==> src/rtl/ysyx_22040750_icachectrl_nway.sv <==
// N-way set-associative fetch cache controller: per-set round-robin replacement, fence.i flush.
// Define ICACHE_PERF_EN to add saturating hit/miss counters on O_perf_hit / O_perf_miss.
module ysyx_22040750_icachectrl_nway #(
  parameter int WAYS       = 2,
  parameter int BLOCK_SIZE = 32,
  parameter int CACHE_SIZE = 4096,
  parameter int BUS_W      = 64,
  localparam int BEATS     = BLOCK_SIZE * 8 / BUS_W,
  localparam int SETS      = CACHE_SIZE / BLOCK_SIZE / WAYS,
  localparam int OFFT_LEN  = $clog2(BLOCK_SIZE),
  localparam int INDEX_LEN = $clog2(SETS),
  localparam int TAG_LEN   = 32 - OFFT_LEN - INDEX_LEN,
  localparam int LINE      = BLOCK_SIZE * 8
) (
`ifdef ICACHE_PERF_EN
  output logic [31:0]             O_perf_hit,
  output logic [31:0]             O_perf_miss,
`endif
  input  logic                    I_clk,
  input  logic                    I_rst,
  input  logic [31:0]             I_cpu_addr,
  input  logic                    I_cpu_rd_req,
  output logic                    O_cpu_rd_ready,
  output logic [31:0]             O_cpu_inst,
  output logic                    O_cpu_rvalid,
  input  logic                    I_flush,
  output logic                    O_flush_done,
  input  logic [WAYS*LINE-1:0]    I_way_rdata,
  output logic [INDEX_LEN-1:0]    O_sram_addr,
  output logic [WAYS-1:0]         O_sram_cen,
  output logic [WAYS-1:0]         O_sram_wen,
  output logic [LINE-1:0]         O_sram_wdata,
  input  logic                    I_mem_arready,
  output logic                    O_mem_arvalid,
  output logic [31:0]             O_mem_araddr,
  output logic [7:0]              O_mem_arlen,
  output logic [2:0]              O_mem_arsize,
  input  logic [BUS_W-1:0]        I_mem_rdata,
  input  logic                    I_mem_rvalid,
  input  logic                    I_mem_rlast,
  output logic                    O_mem_rready
);
  localparam int WAY_W  = (WAYS > 1) ? $clog2(WAYS) : 1;
  localparam int WSEL_W = OFFT_LEN - 2;

  // IDLE | wait for fetch   HIT | return SRAM word   MISS | AR issue
  // RELOAD | collect beats  ALLOC | write victim      FLUSH | invalidate done
  typedef enum logic [5:0] {
    S_IDLE = 6'b000001, S_HIT = 6'b000010, S_MISS = 6'b000100,
    S_RELOAD = 6'b001000, S_ALLOC = 6'b010000, S_FLUSH = 6'b100000
  } state_t;

  state_t                state, state_n;
  logic [TAG_LEN-1:0]    tag_r [WAYS][SETS];
  logic [SETS-1:0]       valid_r [WAYS];
  logic [WAY_W-1:0]      rr_r [SETS];
  logic [31:0]           addr_r;
  logic [LINE-1:0]       line_r, line_n, hit_line;
  logic [WAY_W-1:0]      hit_way_r, hit_way, victim;
  logic                  hit, all_valid, flush_pend_r, hs;
  logic [TAG_LEN-1:0]    req_tag, miss_tag;
  logic [INDEX_LEN-1:0]  req_idx, miss_idx;
  logic [WSEL_W-1:0]     wsel;
  logic                  unused_addr_bits;

  assign req_tag          = I_cpu_addr[31 -: TAG_LEN];
  assign req_idx          = I_cpu_addr[OFFT_LEN +: INDEX_LEN];
  assign miss_tag         = addr_r[31 -: TAG_LEN];
  assign miss_idx         = addr_r[OFFT_LEN +: INDEX_LEN];
  assign wsel             = addr_r[OFFT_LEN-1:2];
  assign unused_addr_bits = ^addr_r[1:0];

  assign O_cpu_rd_ready = ((state == S_IDLE) || (state == S_HIT)) && !I_flush;
  assign hs             = I_cpu_rd_req && O_cpu_rd_ready;
  assign O_mem_araddr   = {addr_r[31:OFFT_LEN], {OFFT_LEN{1'b0}}};
  assign O_mem_arlen    = 8'(BEATS - 1);
  assign O_mem_arsize   = 3'($clog2(BUS_W / 8));
  assign O_mem_rready   = 1'b1;
  assign hit_line       = I_way_rdata[hit_way_r*LINE +: LINE];

  // Descending scan so the lowest matching / invalid way wins.
  always_comb begin
    hit     = 1'b0;
    hit_way = '0;
    for (int k = WAYS - 1; k >= 0; k--) begin
      if (valid_r[k][req_idx] && (tag_r[k][req_idx] == req_tag)) begin
        hit     = 1'b1;
        hit_way = WAY_W'(k);
      end
    end
  end

  always_comb begin
    victim    = rr_r[miss_idx];
    all_valid = 1'b1;
    for (int k = WAYS - 1; k >= 0; k--) begin
      if (!valid_r[k][miss_idx]) begin
        victim    = WAY_W'(k);
        all_valid = 1'b0;
      end
    end
  end

  always_comb begin
    line_n = line_r >> BUS_W;
    line_n[LINE-1 -: BUS_W] = I_mem_rdata;
  end

  always_comb begin
    state_n       = state;
    O_sram_cen    = '1;
    O_sram_wen    = '1;
    O_sram_addr   = miss_idx;
    O_sram_wdata  = line_r;
    O_mem_arvalid = 1'b0;
    O_cpu_rvalid  = 1'b0;
    O_cpu_inst    = '0;
    O_flush_done  = 1'b0;
    case (state)
      S_IDLE, S_HIT: begin
        if (state == S_HIT) begin
          O_cpu_rvalid = 1'b1;
          O_cpu_inst   = hit_line[wsel*32 +: 32];
        end
        if (I_flush) begin
          state_n = S_FLUSH;
        end else if (hs && hit) begin
          O_sram_cen[hit_way] = 1'b0;
          O_sram_addr         = req_idx;
          state_n             = S_HIT;
        end else if (hs) begin
          state_n = S_MISS;
        end else begin
          state_n = S_IDLE;
        end
      end
      S_MISS: begin
        O_mem_arvalid = 1'b1;
        if (I_mem_arready) state_n = S_RELOAD;
      end
      S_RELOAD: if (I_mem_rvalid && I_mem_rlast) state_n = S_ALLOC;
      S_ALLOC: begin
        O_sram_cen[victim] = 1'b0;
        O_sram_wen[victim] = 1'b0;
        O_cpu_rvalid       = 1'b1;
        O_cpu_inst         = line_r[wsel*32 +: 32];
        state_n            = (flush_pend_r || I_flush) ? S_FLUSH : S_IDLE;
      end
      S_FLUSH: begin
        O_flush_done = 1'b1;
        state_n      = S_IDLE;
      end
      default: state_n = S_IDLE;
    endcase
  end

  always_ff @(posedge I_clk) begin
    if (I_rst) begin
      state        <= S_IDLE;
      addr_r       <= '0;
      line_r       <= '0;
      hit_way_r    <= '0;
      flush_pend_r <= 1'b0;
      for (int k = 0; k < WAYS; k++) begin
        valid_r[k] <= '0;
        for (int s = 0; s < SETS; s++) tag_r[k][s] <= '0;
      end
      for (int s = 0; s < SETS; s++) rr_r[s] <= '0;
    end else begin
      state <= state_n;
      if (hs) addr_r <= I_cpu_addr;
      if (hs && hit) hit_way_r <= hit_way;
      if ((state == S_RELOAD) && I_mem_rvalid) line_r <= line_n;
      if (I_flush && ((state == S_MISS) || (state == S_RELOAD))) flush_pend_r <= 1'b1;
      if (state == S_ALLOC) begin
        flush_pend_r             <= 1'b0;
        tag_r[victim][miss_idx]   <= miss_tag;
        valid_r[victim][miss_idx] <= 1'b1;
        if (all_valid)
          rr_r[miss_idx] <= (victim == WAY_W'(WAYS - 1)) ? '0 : victim + 1'b1;
      end
      // A flush entered from ALLOC also drops the line just written.
      if (state_n == S_FLUSH)
        for (int k = 0; k < WAYS; k++) valid_r[k] <= '0;
    end
  end

`ifdef ICACHE_PERF_EN
  always_ff @(posedge I_clk) begin
    if (I_rst) begin
      O_perf_hit  <= '0;
      O_perf_miss <= '0;
    end else if (hs) begin
      if (hit && (O_perf_hit != 32'hFFFF_FFFF)) O_perf_hit <= O_perf_hit + 32'd1;
      if (!hit && (O_perf_miss != 32'hFFFF_FFFF)) O_perf_miss <= O_perf_miss + 32'd1;
    end
  end
`endif

endmodule

==> config.mk <==
export PLATFORM = sky130hd
export DESIGN_NAME = ysyx_22040750_icachectrl_nway
export DESIGN_NICKNAME = d
export VERILOG_FILES = /design/src/rtl/ysyx_22040750_icachectrl_nway.sv
export SDC_FILE = /design/constraint.sdc
export NUM_CORES = 2
export LEC_CHECK = 0
export ABC_AREA = 1
export CORE_MARGIN = 10
export CORE_UTILIZATION = 33
export DETAILED_ROUTE_END_ITERATION = 12
export MAX_ROUTING_LAYER = met4
export PLACE_DENSITY = 0.56
export SLEW_MARGIN = 20
export SYNTH_ARGS = -nofsm -noshare
export SYNTH_HDL_FRONTEND = slang
export SYNTH_SLANG_ARGS = --single-unit
export TNS_END_PERCENT = 20
==> constraint.sdc <==
create_clock -name I_clk -period 5.66 [get_ports I_clk]
set_input_delay 0.849 -clock I_clk [delete_from_list [all_inputs] [get_ports I_clk]]
set_output_delay 0.849 -clock I_clk [all_outputs]
set_load 0.005 [all_outputs]
==> summary.md <==
| Metric | Value |
|---|---|
| Final Setup Violations | 1 |
| Hold buffers post-CTS | 0 |
| CTS Buf Count | 351 |
| Routed Antenna Nets | 0 |
| Max-Cap Viols | 0 |
| Hold Crit Class | input port to flip-flop |
| Post-synthesis mux area share | 0.888% |
| FP Rows | 242 |
| Fraction of registers with async set/reset | 0% |
| Cells after synthesis | around 15000 |
| First-pass GRT wire length | 919000 um |
| Failing checks | negative setup slack |
| Final setup margin | -0.00651 ns |
| Worst-path clk slew | 0.06 ns |
| CP Max Fanout | 21 |
| CTS tree | done |
| Cell with the most instances after synthesis | nand2_1 |
| CTS Root Buffer Type | clkbuf_16 |
| Avg WL per Cell | between 30 and 40 um |
| Max clock buf depth | 4 |
| Mapped Avg Cell Area | ~9.6 um^2 |
| Initial antenna violation count | 104 |
| Unrepaired setup endpoints after global routing | yes |
| Peak Freq | 0.176 GHz |
| Pin count of the biggest net entering global routing | roughly 230 |
| PnR Total Power | 0.0542 W |
| Clk sinks | 3180 |
| Worst path required time | between 4 and 5 ns |
| Skew-Pair Late Insertion Delay | 1.00 ns |
| Placer Congestion | about 1.0 |
| Core area | 435000 um^2 |
| Compound-Gate Fraction of Synth Area | 4.78% |
| Final Skew | about 0.1 ns |
| Fin crit period | 5.67 ns |
| Detailed router's first-iteration violation count | 16600 |
| Fill count | 42300 |
| Area leader, netlist | edfxtp_1 |
| Total wire length | between 600000 and 700000 um |
| Final Max Slew Viols | 0 |
| Outcome | finished, violations left |
| Horiz. Die Dim | 681 um |
| Largest family of logic cells by synthesized area | simple AND/OR/NAND/NOR gates |
| Number of distinct library cells after synthesis | 44 |
| Vias/cell | 5.51 |
| H-tree depth | 5 |
| PwrDens | 309 nW/um^2 |
| Die Height | 681 um |
| Net count, final | 16500 |
| Residual DRC | 0 |
| IO Pins | 961 |
| YS warnings | 0 |
| Register area share after synthesis | a little over three fifths |
| Synthesized area | 144000 um^2 |
| Post-synth EDFFs | 2752 |
| Crit share post-route | 100% |
| PortBufs | 941 |
| CP Launch Type | input port |
| Area Overhead vs Synth | 21.7% |
| Initial Utilization | 33.2% |
| Worst slew pin tran | 1.35 ns |
| Synth cell count leaders | 3273 x nand2_1, 2786 x nand3_1, 2772 x nor2_1 |
| #FFs+latches synth | 3180 |
| Rel. slew slack | 9.96% |
| Post-Synth XOR/XNOR Area | 0% |
| Setup crit end | O_sram_cen[1] |
| Tot GR Track Use | 28.8% |
| WS Path Type | input port to output pin |
| Die ar. | roughly 460000 um^2 |
| Most used DFF post-synth | edfxtp_1 |
| Worst path arrival time | ~4.8 ns |
| Synth Area in Simple Gates | 26.4% |
| Crit path launch | I_cpu_addr[5] |
| Synth top area share | a little under three fifths |
| Adder-cell share of the synthesized area | 0% |
| Vias | 121000 |
| Share of cells above drive strength 1 | 10.5% |
| Peak supply drop | 254 uV |
| Capturing point of the worst reg2reg path | tag_r[0][438] |
| CP Capture Type | output pin |
| LEAKAGE | between 60 and 70 nW |
| Worst slack, placed | -0.0252 ns |
| Hold Fails Final Rpt | 0 |
| R2R Setup Slk | roughly 0.97 ns |
| Worst reg2reg startpoint | addr_r[6] |
| Synth top area cells | edfxtp_1 57%, nand3_1 9.7%, nand2_1 8.5% |
| Vias in the first global route | around 110k |
| Grt ovf | 0 |
| Worst r2r path cells | 15 |
| Drt pass-1 iters | 8 |
| Post-detail-place hpwl | about 480000 um |
==> how the worst min path moves through the flow <==
stage / start / cells after the start / to
global route: I_cpu_addr[2] / 3 / addr_r[2]
CTS: I_cpu_addr[2] / 3 / addr_r[2]
floorplan: valid_r[0][34] / 2 / valid_r[0][34]
detailed placement: valid_r[0][44] / 2 / valid_r[0][44]
finish: I_cpu_addr[2] / 3 / addr_r[2]
global placement: valid_r[0][34] / 2 / valid_r[0][34]
==> placed cells by master (no fill, tap or decap), types with 14 or more instances in the layout <==
master / netlist / final
nand2_1: 3273 / 3267
nand3_1: 2786 / 2781
edfxtp_1: 2752 / 2752
nor2_1: 2772 / 2697
clkdlybuf4s50_1: 0 / 930
buf_4: 89 / 735
o21ai_0: 684 / 671
dfxtp_1: 428 / 424
clkbuf_16: 0 / 357
buf_12: 0 / 164
a21oi_1: 159 / 159
mux2i_1: 128 / 128
o32ai_1: 128 / 126
inv_1: 138 / 113
clkbuf_1: 527 / 100
clkinv_1: 16 / 81
diode_2: 0 / 77
nor3_2: 72 / 72
o22ai_1: 62 / 62
nand2_2: 52 / 55
nor2_2: 1 / 54
clkinv_2: 0 / 53
inv_2: 28 / 51
o31ai_1: 33 / 33
o311ai_0: 34 / 32
o21a_1: 32 / 32
nor2_4: 1 / 23
conb_1: 2 / 17
inv_6: 0 / 14
bufinv_16: 0 / 14
==> critical path, cell delays in order <==
cell and delay [ns]:
buf_12 0.22, buf_12 0.26, buf_4 0.34, nand2_1 0.13
nand3_1 0.10, nand3_1 0.10, nand3_1 0.26, nand3_1 0.25
nand3_1 0.36, nand2_1 0.10, nand2_1 0.06, nand2_1 0.08
nand3b_1 0.18, nor2_1 0.10, nand3_1 0.08, buf_4 0.19
nand2_1 0.14, nand2_1 0.07, nand2_1 0.14, buf_12 0.14
clkdlybuf4s50_1 0.52
==> cell families after synthesis <==
| group | count (synthesis) |
|---|---|
| compound gates | 1180 |
| buf+inv | 1469 |
| flops | 3180 |
| mux | 128 |
| other cells | 2 |
| simple gates | 8993 |
==> what timing repair did <==
| action | CTS | global route |
|---|---|---|
| gates resized for setup | 8 | 23 |
| setup buffers | 0 | 8 |
| endpoints found under the setup margin | 10 | 17 |
| cloned | 0 | 3 |
==> flip-flops by register name (all words and copies together), names as in the netlist, named ones only <==
| name | count |
|---|---|
| hit_way_r | 1 |
| tag_r | 2688 |
| addr_r | 30 |
| O_sram_wdata | 256 |
| rr_r | 64 |
| state | 6 |
| valid_r | 128 |
| flush_pend_r | 1 |
==> per-stage QoR <==
| step | hold WS [ns] | cell area, um^2 | cells | utilization (%) | setup TNS [ns] |
|---|---|---|---|---|---|
| after floorplan | 0.445 | 144000 | 15000 | - | 0 |
| after global placement | 0.453 | 164000 | 21300 | 37.7 | -0.0431 |
| after detailed placement | 0.469 | 164000 | 21300 | 37.7 | -0.0252 |
| after CTS | 0.415 | 175000 | 21900 | 40.2 | -0.0733 |
| after global routing | 0.468 | 175000 | 22000 | 40.3 | -0.209 |
| final | 0.470 | 175000 | 22000 | 40.4 | -0.00651 |
==> metal layers <==
layer	vias up	part of all wire, %	global-route usage [%]
li1	53400	-	-
met3	1079	11	6.93
met1	60000	39	36.8
met5	-	0	-
met4	0	5.4	12.4
met2	6659	45	43.6
==> power breakdown <==
group	switching [W]	total, W	internal, W
clock	0.00993	0.0224	0.0124
combinational	0.00380	0.00557	0.00177
sequential	0.000226	0.0263	0.0261
==> final cells by class <==
| type | count | area [um^2] | area share (%) |
|---|---|---|---|
| sequential | 3180 | 91200 | 52.0 |
| multi-input combinational | 10300 | 46700 | 26.6 |
| timing repair buffer | 1847 | 18400 | 10.5 |
| clock buffer | 467 | 9420 | 5.37 |
| tap | 5734 | 7170 | 4.09 |
| clock inverter | 178 | 1550 | 0.881 |
| inverter | 184 | 773 | 0.441 |
| antenna | 77 | 193 | 0.110 |
| timing repair inverter | 1 | 11.3 | 0.00642 |
Note: power is estimated with default switching activity, not from simulation.
